### config.mk
export PLATFORM = sky130hd
export DESIGN_NAME = imem_loader
export DESIGN_NICKNAME = d
export VERILOG_FILES = /design/src/rtl/imem_pkg.sv /design/src/rtl/imem_ram.sv /design/src/rtl/imem_loader.sv
export SDC_FILE = /design/constraint.sdc
export NUM_CORES = 1
export LEC_CHECK = 0
export ABC_CLOCK_PERIOD_IN_PS = 3500
export BUFFER_PORTS_ARGS = -buffer_cell sky130_fd_sc_hd__buf_2
export CORE_MARGIN = 1
export CORE_UTILIZATION = 59
export CTS_CLUSTER_SIZE = 16
export DETAILED_ROUTE_END_ITERATION = 8
export GPL_ROUTABILITY_DRIVEN = 0
export PLACE_DENSITY = 0.77
export RECOVER_POWER = 25
export SLEW_MARGIN = 10
export SYNTH_ARGS = -nofsm -noshare
export SYNTH_HDL_FRONTEND = slang
export SYNTH_SLANG_ARGS = --single-unit
### constraint.sdc
create_clock -name clk -period 3.5 [get_ports clk]
set_input_delay 0.35 -clock clk [delete_from_list [all_inputs] [get_ports clk]]
set_output_delay 0.35 -clock clk [all_outputs]
set_load 0.03 [all_outputs]
### src/rtl/imem_pkg.sv
// Shared types and constants for the instruction-memory loader.
package imem_pkg;
  localparam int DEPTH_DEF = 16;
  localparam int LANE_W    = 8;
  localparam int LANES     = 4;

  typedef enum logic [1:0] {
    IDLE,
    LOAD,
    DONE
  } state_e;
endpackage

### src/rtl/imem_ram.sv
// Instruction store: one synchronous write port,
// one combinational read port.
module imem_ram #(
  parameter int DEPTH  = 16,
  parameter int ADDR_W = $clog2(DEPTH)
) (
  input  logic              clk,
  input  logic              we,
  input  logic [ADDR_W-1:0] waddr,
  input  logic [31:0]       wdata,
  input  logic [ADDR_W-1:0] raddr,
  output logic [31:0]       rdata
);
  logic [31:0] mem_q [DEPTH];

  always_ff @(posedge clk) begin
    if (we) mem_q[waddr] <= wdata;
  end

  assign rdata = mem_q[raddr];
endmodule

### src/rtl/imem_loader.sv
// Byte-stream loader for the instruction store.
// Holds the CPU in reset until a load completes.
module imem_loader
  import imem_pkg::*;
#(
  parameter  int DEPTH  = DEPTH_DEF,
  localparam int ADDR_W = $clog2(DEPTH)
) (
  input  logic              clk,
  input  logic              reset,
  input  logic              start,
  input  logic [ADDR_W:0]   word_cnt,
  input  logic              s_valid,
  input  logic [7:0]        s_data,
  output logic              s_ready,
  input  logic [31:0]       addr,
  output logic [31:0]       rdata,
  output logic              busy,
  output logic              done,
  output logic              cpu_hold,
  output logic              err
);
  state_e              state_q, state_d;
  logic [1:0]          byte_q, byte_d;
  logic [ADDR_W-1:0]   word_q, word_d;
  logic [ADDR_W:0]     cnt_q, cnt_d;
  logic [23:0]         buf_q, buf_d;
  logic                err_q, err_d;
  logic                hold_q, hold_d;
  logic                we;
  logic                unused_addr;

  always_ff @(posedge clk or posedge reset) begin
    if (reset) begin
      state_q <= IDLE;
      byte_q  <= '0;
      word_q  <= '0;
      cnt_q   <= '0;
      buf_q   <= '0;
      err_q   <= 1'b0;
      hold_q  <= 1'b1;
    end else begin
      state_q <= state_d;
      byte_q  <= byte_d;
      word_q  <= word_d;
      cnt_q   <= cnt_d;
      buf_q   <= buf_d;
      err_q   <= err_d;
      hold_q  <= hold_d;
    end
  end

  always_comb begin
    state_d = state_q;
    byte_d  = byte_q;
    word_d  = word_q;
    cnt_d   = cnt_q;
    buf_d   = buf_q;
    err_d   = err_q;
    hold_d  = hold_q;
    we      = 1'b0;
    unique case (state_q)
      IDLE: begin
        if (start) begin
          if (word_cnt != '0 &&
              word_cnt <= (ADDR_W+1)'(DEPTH)) begin
            state_d = LOAD;
            cnt_d   = word_cnt;
            byte_d  = '0;
            word_d  = '0;
            err_d   = 1'b0;
            hold_d  = 1'b1;
          end else begin
            err_d = 1'b1;
          end
        end
      end
      LOAD: begin
        if (s_valid) begin
          byte_d = byte_q + 2'd1;
          if (byte_q != 2'(LANES - 1)) begin
            buf_d[LANE_W*byte_q +: LANE_W] = s_data;
          end else begin
            we = 1'b1;
            // last word of the program releases the CPU
            if ({1'b0, word_q} == cnt_q - (ADDR_W+1)'(1)) begin
              state_d = DONE;
              hold_d  = 1'b0;
            end else begin
              word_d = word_q + ADDR_W'(1);
            end
          end
        end
      end
      DONE:    state_d = IDLE;
      default: state_d = IDLE;
    endcase
  end

  imem_ram #(
    .DEPTH  (DEPTH),
    .ADDR_W (ADDR_W)
  ) u_ram (
    .clk   (clk),
    .we    (we),
    .waddr (word_q),
    .wdata ({s_data, buf_q}),
    .raddr (addr[ADDR_W+1:2]),
    .rdata (rdata)
  );

  assign unused_addr = ^{addr[31:ADDR_W+2], addr[1:0]};

  assign s_ready  = (state_q == LOAD);
  assign busy     = (state_q == LOAD);
  assign done     = (state_q == DONE);
  assign cpu_hold = hold_q;
  assign err      = err_q;
endmodule

==> metrics <==
status=finished with violations; violated checks=DRC, capacitance limit, slew limit; Clock Sinks=between 500 and 600; worst skew pair latency=0.59 ns; Yosys cell types=38; drt wl/cell=roughly 30 um; cts hold-fix bufs=0; FILL cells=2161; fin area=0.02429 mm^2; Gates resized, CTS repair=0; final hold viol count=0; required time of the worst setup path=about 3.8 ns; Port Buffers=57; Nets=1089; vias per cell=approximately 6.6; Area Growth Syn to Fin=12.80%; first-pass GRT wire length=~70 mm; Iter 0 DRT Violations=1101; sequential area share after synthesis=0.7592; final setup fails=0; Setup crit end kind=register; setup TNS=0 ns; Max FO, Critical Path=13; PwrDens=roughly 670 mW/mm^2; die height=about 190 um; Pleak=0.008091 uW; CP arrival=roughly 3.0 ns; largest net degree at the start of global routing=between 70 and 80; GR Util All Layers=0.2620; Diodes inserted=0; placed insts=1435; GR Util met3=0.05538; Clock Tree Root=clkbuf_16; CP peak stage delay=just under 0.6 ns; clock skew=0.03263 ns; H-tree depth reported by CTS=2; layout cells sized above 1=0.3020; initial antenna violation count=0; Die Span X=slightly below 200 um; slowest cell on the critical path=and2_2; footprint of the multi-input gates=roughly 0.0046 mm^2; starting density of the core=0.6026; num ports=86; CTS clk-pin slew, worst paths=about 0.06 ns; GRT Residual Overflow=0; max frequency=around 360 MHz; top cells by area, synth=edfxtp_1 71%, mux4_2 14%, dfrtp_1 4.4%; RSZ-0062 raised after global routing=no; Yosys top cell area share=0.7138; Mapped Cells=about 930; DR DRC count=4; cts bufs inserted=54; worst ir drop on vdd=around 470 uV; die area=0.03727 mm^2; row count=69; max capacitance violation total=1; first-pass detailed-route iteration total=7; Hold WC Path Type=in -> reg; Max-slew headroom=-0.2039; CTS max path bufs=3; Final Non-Filler Cells=~1.5k; Core Region=approximately 0.036 mm^2; commonest non-fill, non-tap cell in the layout=edfxtp_1; vias in the first global route=~11k; DP Area=between 0.02 and 0.025 mm^2; synth warn=0; post-DP HPWL=23.86 mm; number of synthesized flops with an enable pin=512; final worst-path cycle share=0.7851; Async S/R FF share, synth=0.07078; classification of the worst setup path=reg -> reg; commonest cells after routing, fill and taps aside=512 x edfxtp_1, 133 x mux4_2, 54 x clkbuf_16; Setup Buffers After CTS=0; register area=approximately 0.016 mm^2; met2 usage=0.4210; CP Launch Type=register; area leader, netlist=edfxtp_1; Cell Area, Synth=0.02154 mm^2; GRT busiest layer=met2; Mapped Nets=roughly 1000; flop and latch count out of synthesis=between 500 and 600; Synth Flop Type=edfxtp_1; post-route minimum period=2.748 ns; Syn Area/Cell=23.23 um^2; final WL=around 46 mm; CTS tree=built; Final Max Slew Viols=40; Core Util, Final=0.6797; via count=between 10k and 15k; cells along the critical path=ha_1 -> nand4b_1 -> nor3b_1 -> and2_2 -> buf_4; slew at the pin closest to its max-slew limit=1.804 ns; met1 global-route usage=0.3583; antenna-violating nets left=0
[worst paths after layout]
| path | from | end | slack, ns | cells past startpoint |
|---|---|---|---|---|
| min in group asynchronous | reset | buf_q[22] | 0.36 | 2 |
| hold reg to reg | cpu_hold | cpu_hold | 0.51 | 2 |
| setup / recovery | byte_q[0] | u_ram.mem_q[5][18] | 0.75 | 5 |
| max in group asynchronous | reset | buf_q[17] | 2.09 | 2 |
| hold / removal | word_cnt[0] | cnt_q[0] | 0.05 | 2 |
| setup reg to reg | byte_q[0] | u_ram.mem_q[5][18] | 0.75 | 5 |
[cell usage after synthesis, drive strengths merged, types with 2 or more instances]
master and number:
edfxtp 512, mux4 160, dfrtp 38, inv 34, nand3 29, o21ai 28, buf 26, clkbuf 17
and2 11, ha 10, nand2 8, nor2 7, and3 6, mux2 5, nor3 5, nor3b 5
xnor2 4, a21oi 3, a22o 2, nand2b 2, nand4b 2, nor2b 2, o211ai 2, xor2 2
[logic make-up (layout without fill, tap and decap cells)]
kind of cell,Yosys count,count (layout),synth area share
AND/OR/NAND/NOR,80,80,0.02091
XOR/XNOR,6,6,0.002440
multiplexers,165,165,0.1746
adder cells (fa/ha/maj),10,10,0.005809
buffers and inverters,77,226,0.02701
flip-flops,551,551,0.7592
AO/OA/AOI/OAI,38,38,0.009992
[per-layer routing]
metal	up-vias	share of wire
met4	0	0.035
met5	-	0
met3	126	0.087
met2	569	0.50
li1	4126	-
met1	5350	0.38
[critical path, delay by kind of cell (launching register included)]
family        cells  cell delay (ns)
flops             1             0.45
buf+inv           1             0.30
simple gates      3             1.42
fa+ha+maj         1             0.28
[registers in the layout, indices dropped and copies added (netlist names)]
register / cells
byte_q: 2
word_q: 4
err: 1
buf_q: 24
u_ram.mem_q: 512
cpu_hold: 1
cnt_q: 5
state_q: 2
[power by group]
part / internal, uW / switching (uW) / leakage, uW / total (uW)
clock network: 3590 / 2460 / 0.000908 / 6060
logic: 529 / 833 / 0.00198 / 1360
registers: 8110 / 640 / 0.00520 / 8750
total: 12200 / 3940 / 0.00809 / 16200
[final cells by class]
type / count / share of cell area
flip-flops and latches: 551 / 0.6731
multi-input cells: 299 / 0.1906
clock buffers: 71 / 0.06113
repair buffers: 90 / 0.03023
well taps: 461 / 0.02374
clock inverters: 31 / 0.01597
inverters: 34 / 0.005253
[metrics by stage]
| stage | hold WS [ns] | setup slack [ns] | total power, uW |
|---|---|---|---|
| after floorplan | 0.4489 | 0.4719 | 9615 |
| after global placement | 0.4721 | 0.7965 | 10090 |
| after detailed placement | 0.5087 | 0.8029 | 10210 |
| after CTS | 0.02569 | 0.7586 | 16250 |
| after global routing | 0.03154 | 0.5914 | 16670 |
| final | 0.04636 | 0.7521 | 16170 |
(Power assumes the default switching activity.)
